**config.mk**
```make
export PLATFORM = sky130hd
export DESIGN_NAME = lsu_bus_ctrl
export DESIGN_NICKNAME = d
export VERILOG_FILES = /design/src/rtl/lsu_bus_ctrl.sv
export SDC_FILE = /design/constraint.sdc
export NUM_CORES = 1
export LEC_CHECK = 0
export ABC_CLOCK_PERIOD_IN_PS = 2950
export BUFFER_PORTS_ARGS = -buffer_cell sky130_fd_sc_hd__buf_2
export CAP_MARGIN = 0
export CORE_AREA = 4 4 108 187
export CTS_CLUSTER_DIAMETER = 200
export DETAILED_ROUTE_END_ITERATION = 16
export DIE_AREA = 0 0 112 191
export GPL_TIMING_DRIVEN = 0
export HOLD_SLACK_MARGIN = 0.1
export PLACE_DENSITY = 0.56
export SYNTH_ARGS = -nofsm -noshare
export SYNTH_HDL_FRONTEND = slang
export SYNTH_SLANG_ARGS = --single-unit
```
**constraint.sdc**
```tcl
create_clock -name clk -period 2.95 [get_ports clk]
set_input_delay 0.295 -clock clk [delete_from_list [all_inputs] [get_ports clk]]
set_output_delay 0.295 -clock clk [all_outputs]
set_load 0.005 [all_outputs]
```
**src/rtl/lsu_bus_ctrl.sv**
```systemverilog
// Load/store bus controller: turns a decoded RV32I load/store into one valid/ready
// request plus optional read response, stalling the core until the access retires.
module lsu_bus_ctrl #(
    parameter int unsigned TIMEOUT = 16
) (
    input  logic        clk,
    input  logic        rst,
    input  logic        mem_read,
    input  logic        mem_write,
    input  logic [1:0]  size,
    input  logic [31:0] addr,
    input  logic [31:0] wdata,
    output logic        stall,
    output logic        misaligned,
    output logic [31:0] rdata,
    output logic        bus_req_valid,
    input  logic        bus_req_ready,
    output logic        bus_we,
    output logic [31:0] bus_addr,
    output logic [3:0]  bus_wstrb,
    output logic [31:0] bus_wdata,
    input  logic        bus_rsp_valid,
    input  logic [31:0] bus_rsp_data,
    output logic        bus_err
);

    typedef enum logic [1:0] {
        ST_IDLE = 2'd0,
        ST_REQ  = 2'd1,
        ST_RESP = 2'd2,
        ST_DONE = 2'd3
    } state_t;

    localparam logic [7:0] CNT_LAST = 8'(TIMEOUT - 32'd1);

    state_t      state_r;
    state_t      state_nxt_s;
    logic [7:0]  cnt_r;
    logic        access_s;
    logic        misaligned_s;
    logic        start_s;
    logic        last_s;
    logic        tmo_s;

    logic        bus_req_valid_r;
    logic        bus_we_r;
    logic [31:0] bus_addr_r;
    logic [3:0]  bus_wstrb_r;
    logic [31:0] bus_wdata_r;
    logic [31:0] rdata_r;
    logic        bus_err_r;

    function automatic logic [3:0] strobe_f(input logic [1:0] sz, input logic [1:0] lo);
        case (sz)
            2'b00:   strobe_f = 4'b0001 << lo;
            2'b01:   strobe_f = 4'b0011 << {lo[1], 1'b0};
            default: strobe_f = 4'b1111;
        endcase
    endfunction

    function automatic logic [31:0] lanes_f(input logic [1:0] sz, input logic [31:0] wd);
        case (sz)
            2'b00:   lanes_f = {4{wd[7:0]}};
            2'b01:   lanes_f = {2{wd[15:0]}};
            default: lanes_f = wd;
        endcase
    endfunction

    // Access decode and natural-alignment check (size 11 behaves as word)
    always_comb begin
        access_s = mem_read | mem_write;
        if (size == 2'b01) begin
            misaligned_s = access_s & addr[0];
        end else if (size[1]) begin
            misaligned_s = access_s & (addr[1:0] != 2'b00);
        end else begin
            misaligned_s = 1'b0;
        end
    end

    // Next-state logic; completion on the last allowed cycle beats the timeout
    always_comb begin
        state_nxt_s = state_r;
        start_s     = 1'b0;
        tmo_s       = 1'b0;
        last_s      = (cnt_r >= CNT_LAST);
        case (state_r)
            ST_IDLE: begin
                if (access_s && !misaligned_s) begin
                    start_s     = 1'b1;
                    state_nxt_s = ST_REQ;
                end else begin
                    state_nxt_s = ST_IDLE;
                end
            end
            ST_REQ: begin
                if (bus_req_ready) begin
                    state_nxt_s = bus_we_r ? ST_DONE : ST_RESP;
                end else if (last_s) begin
                    tmo_s       = 1'b1;
                    state_nxt_s = ST_DONE;
                end else begin
                    state_nxt_s = ST_REQ;
                end
            end
            ST_RESP: begin
                if (bus_rsp_valid) begin
                    state_nxt_s = ST_DONE;
                end else if (last_s) begin
                    tmo_s       = 1'b1;
                    state_nxt_s = ST_DONE;
                end else begin
                    state_nxt_s = ST_RESP;
                end
            end
            ST_DONE: state_nxt_s = ST_IDLE;
            default: state_nxt_s = ST_IDLE;
        endcase
    end

    // State register and REQ/RESP cycle counter
    always_ff @(posedge clk) begin
        if (rst) begin
            state_r <= ST_IDLE;
            cnt_r   <= 8'd0;
        end else begin
            state_r <= state_nxt_s;
            if (start_s) begin
                cnt_r <= 8'd0;
            end else if (((state_r == ST_REQ) || (state_r == ST_RESP)) && (cnt_r != 8'hFF)) begin
                cnt_r <= cnt_r + 8'd1;
            end else begin
                cnt_r <= cnt_r;
            end
        end
    end

    // Request fields are captured only when a new access leaves IDLE
    always_ff @(posedge clk) begin
        if (rst) begin
            bus_req_valid_r <= 1'b0;
            bus_we_r        <= 1'b0;
            bus_addr_r      <= 32'd0;
            bus_wstrb_r     <= 4'd0;
            bus_wdata_r     <= 32'd0;
        end else begin
            bus_req_valid_r <= (state_nxt_s == ST_REQ);
            if (start_s) begin
                bus_we_r    <= mem_write;
                bus_addr_r  <= {addr[31:2], 2'b00};
                bus_wstrb_r <= mem_write ? strobe_f(size, addr[1:0]) : 4'b0000;
                bus_wdata_r <= lanes_f(size, wdata);
            end
        end
    end

    // Read data capture and one-cycle timeout flag
    always_ff @(posedge clk) begin
        if (rst) begin
            rdata_r   <= 32'd0;
            bus_err_r <= 1'b0;
        end else begin
            bus_err_r <= tmo_s;
            if ((state_r == ST_RESP) && bus_rsp_valid) begin
                rdata_r <= bus_rsp_data;
            end else if (tmo_s) begin
                rdata_r <= 32'd0;
            end
        end
    end

    assign stall         = start_s | (state_r == ST_REQ) | (state_r == ST_RESP);
    assign misaligned    = misaligned_s;
    assign rdata         = rdata_r;
    assign bus_req_valid = bus_req_valid_r;
    assign bus_we        = bus_we_r;
    assign bus_addr      = bus_addr_r;
    assign bus_wstrb     = bus_wstrb_r;
    assign bus_wdata     = bus_wdata_r;
    assign bus_err       = bus_err_r;

endmodule

```
After elaboration in Yosys (flattened, before gate mapping)
Index checks and enable logic that the tools add are counted.

storage, ports and cells
  bits in registers = 111
  input bits = 104
  latch bits = 0
  logic and storage cells = 54
  bits in read-only memories = 0
  memories = 0
  memory bits (writable) = 0

operators by class
  multiply operators = 0
  shifts and indexed selects = 2
  multiplexer cells = 20
  reductions and logical operators = 10
  eq/ne operators = 6
  $lt $le $gt $ge = 1
  divide/modulo/power cells = 0
  add/subtract/negate cells = 1
  bitwise operators = 5

operators by type and width
  operator                                                               number
  32-bit 2-to-1 mux                                                      2
  32-bit case mux with 2 select lines                                    1
  1-bit 2-to-1 mux                                                       11
  8-bit by 1-bit adder with 8-bit output, second input constant          1
  8-bit by 4-bit >= comparator with 1-bit output, second input constant  1
  8-bit inequality test, second input constant                           1
  2-bit case mux with 4 select lines                                     1
  4-bit case mux with 2 select lines                                     1
  2-bit by 1-bit == test with 1-bit output, second input constant        3
  2-bit == test, second input constant                                   2
  2-bit zero test                                                        2
  2-bit 2-to-1 mux                                                       2
  4-bit 2-to-1 mux                                                       1
  2-bit nonzero test                                                     2
  1-bit by 2-bit left shift with 4-bit output, first input constant      1
  2-bit by 2-bit left shift with 4-bit output, first input constant      1
  1-bit logical AND                                                      3
  1-bit bitwise OR                                                       3
  1-bit AND                                                              2
  1-bit case mux with 2 select lines                                     1
  2-bit OR reduction                                                     1
  1-bit zero test                                                        1
  1-bit logical OR                                                       1

Longest topological paths before layout
  depth in word-level cells = 10
  mapped depth = 7
  mapped depth without buffers = 6

Least setup slack after synthesis
OpenSTA, ideal clock, no wires.

  kind = reg-to-reg
  start point = register cnt_r[0]
  end point = register bus_req_valid_r (netlist: bus_req_valid)
  required time = 2.817 ns
  path buffers = 1
  stages on the path, launching flop included = 7
  slack = 1.276 ns
  arrival time = 1.541 ns
  path through = dfxtp_1 ha_1 clkbuf_1 and3_1 o21a_1 a2111oi_2 nor4_1

on the way
  word-level cells in the longest chain between the ends = 5
  elaborated cells on any way between the ends = 7
  those cells by class = order compare: 1; eq/ne: 1; mux: 5

RTL lines
  item                                                         RTL line  text
  start, declared                                              38        logic [7:0] cnt_r;
  start signal, assigned                                       131       cnt_r <= cnt_r + 8'd1;
  start signal, assigned                                       133       cnt_r <= cnt_r;
  8-bit by 4-bit >= comparator with 1-bit output *             86        last_s = (cnt_r >= CNT_LAST);
  1-bit 2-to-1 mux / 2-bit 2-to-1 mux (equally long branches)  109, 99
  1-bit 2-to-1 mux / 2-bit 2-to-1 mux (equally long branches)  107, 97
  2-bit case mux with 4 select lines *                         87        case (state_r)
  2-bit by 1-bit == test with 1-bit output *                   147       bus_req_valid_r <= (state_nxt_s == ST_REQ);
  end signal, assigned                                         147
  end, declared                                                45        logic bus_req_valid_r;

Mark *: on every way between the ends. The rest lies on a longest branch, timed or not.
A chain may end at the register's enable or synchronous reset.

Worst setup path after layout
  start point = register state_r[0]
  end point = output stall

on the way
  word-level cells in the longest chain between the ends = 4
  elaborated cells on any way between the ends = 6
  those cells by class = eq/ne: 2; mux: 1; bitwise: 2; reduce/logical: 1

RTL lines
  item                    RTL line  text
  start, declared         36        state_t state_r;
  start signal, assigned  127       state_r <= state_nxt_s;
  2-bit zero test         87
  1-bit 2-to-1 mux        87
  1-bit bitwise OR        172       assign stall = start_s | (state_r == ST_REQ) | (state_r == ST_RESP);
  1-bit bitwise OR *      172
  end, declared           13        output logic stall,

Marks and branches as above.

==> out/qor.txt <==
status: finished clean
Power, Total: 3.43 mW
Slew headroom: 53.4%
worst hold path class: primary input to flip-flop
Overall Global Routing Usage: 15.5%
Setup Crit Path Kind: flip-flop to primary output
first-pass GRT wire length: 26000 um
die area: 21400 um2
Yosys reg bits: 111
post-synth top area cell: dfxtp_1
setup TNS: 0 ps
Arr. time, crit path: 1890 ps
Die Wd: 112 um
Main synth FF type: dfxtp_1
Post-Syn Area: 4600 um2
Setup Buffers After CTS: 0
CTS root buffer: clkbuf_16
most area-consuming cells after synthesis: dfxtp_1 48%, nand2_1 12%, a21oi_1 8.4%
clk slew on worst S/H paths: 70 ps
EDFF count, synth: 0
WHS: 171 ps
top sig layer: met4
M1 wire length: 6240 um
largest net degree at the start of global routing: 17
CP Capture Type: primary output
via/cell ratio: 4.63
WL/cell: 16.6 um
final period utilization: 74.1%
CTS resizes: 0
Initial Util: 24.8%
DIE HEIGHT: 191 um
RSZ-0062 raised after global routing: false
I/O Buffers: 203
Synth Area per Inst: 8.20 um2
layout overhead on the synthesized area: 35.2%
max-cap violation count: 0
TritonCTS Buffers: 9
hold_buf cts: 0
commonest cells in the netlist: 149 x nand2_1, 111 x dfxtp_1, 77 x a21oi_1
Core ar.: 18600 um2
Required @ worst endpoint: 2650 ps
drt initial violations: 166
# DRC: 0
Post-synth ARST share: 0%
gp weighted congestion: 0.825
GRT overflow: 0
final worst setup slack: 765 ps
proportion of layout cells with a drive suffix above 1: 32.3%
initial antenna violation count: 1
Routed Antenna Nets: 0
final-report setup violation count: 0
Slew Viols, Final: 0
Max IR drop VDD: 0.261 mV
met2 routed WL: 9300 um
max frequency: 458 MHz
count leader, synth: nand2_1
CTS tree: done
clk sinks: 111
vias in the first global route: 4634
synthesis warning total: 0
via count: 4723
nature of the critical path startpoint: flip-flop
met3 WL: 814 um
pre-CTS setup slack: 800 ps
htree depth: 3
final WL: 16900 um
Leakage: 2.71 nW
worst-skew pair later-pin latency: 350 ps
Mapped Cells: 561
post-route minimum period: 2180 ps
final hold vios: 0
Power per Cell Area: 552 nW/um2
drt first pass iters: 4
row count: 66
Max Clock Skew: 5.51 ps
io pins: 209
post-synth cell types: 43
HPWL Detailed: 13400 um
share of the synthesized area in the top cell type: 48.3%
Worst Path Max Fanout: 10
Slew @ Worst Pin: 698 ps
Seq/Total Area, Yosys: 48.3%
final-stage net count: 885
Max clock buf depth: 2
## per-stage QoR
step	cell area (um2)	util, %	instances
final	6220	33.5	1019
after global routing	6220	33.5	1019
after CTS	6210	33.4	1018
after detailed placement	5920	31.8	1003
after global placement	5920	31.8	1003
after floorplan	4600	-	562
## routing by layer
layer	GRT usage (%)	vias up
li1	-	2347
met1	16.4	2202
met2	29.3	143
met3	3.10	31
met4	7.03	0
met5	0	-
## registers in the layout (all words and copies together) (netlist names)
register and count:
bus_we 1, rdata 32, bus_req_valid 1, cnt_r 8
state_r 2, bus_wdata 32, bus_addr 30, bus_err 1
bus_wstrb 4
## layout by cell type, fill, tap and decap left out, drive strengths merged, types with 4 or more instances in the layout
cell type	n
nand2	149
clkbuf	43
mux2i	17
a21oi	86
a211oi	9
nand3	35
a2111oi	4
nor3	6
a311oi	8
o21ai	18
dfxtp	111
ha	5
nor2b	4
nor2	27
buf	219
## worst paths after layout
check / from / end / slack, ps / cells after the start
hold reg to reg: bus_wdata[24]$_SDFFE_PP0P_ / bus_wdata[24]$_SDFFE_PP0P_ / 450 / 2
hold / removal: addr[16] / bus_addr[16]$_SDFFE_PP0P_ / 170 / 3
setup / recovery: state_r[0]$_SDFF_PP0_ / stall / 770 / 6
setup reg to reg: state_r[0]$_SDFF_PP0_ / cnt_r[7]$_SDFFE_PP0P_ / 1040 / 6
## cell type report
class | count | area [um2]
sequential | 111 | 2220
antenna | 1 | 2.50
inverter | 3 | 11.3
multi-input combinational | 400 | 2150
clock buffer | 11 | 253
fill | 2039 | 12400
buffer | 48 | 219
clock inverter | 4 | 45.0
tap | 238 | 298
timing repair buffer | 203 | 1020
## report_power, final
group	internal, mW	leakage, nW	switching, mW
combinational	0.220	1.65	0.326
clock	0.697	0.151	0.559
sequential	1.59	0.905	0.0452
total	2.50	2.71	0.929
## cells by family (layout without fill, tap and decap cells)
logic type,Yosys count,count (layout),share of synthesized area (%)
xor gates and xnor gates,3,3,0.571
adders and majority gates,5,5,1.36
DFF,111,111,48.3
other,1,3,0.0815
muxes,17,17,3.70
AOI/OAI and AO/OA,138,138,18.6
buffers and inverters,51,269,5.01
and+or+nand+nor,235,235,22.4
## critical path: stages, from the launching register on
cell,delay (ps)
dfxtp_1,390
inv_1,100
ha_1,250
o221a_2,140
buf_2,200
or3_1,320
buf_2,140
No activity file was read; power rests on OpenSTA's default activity.
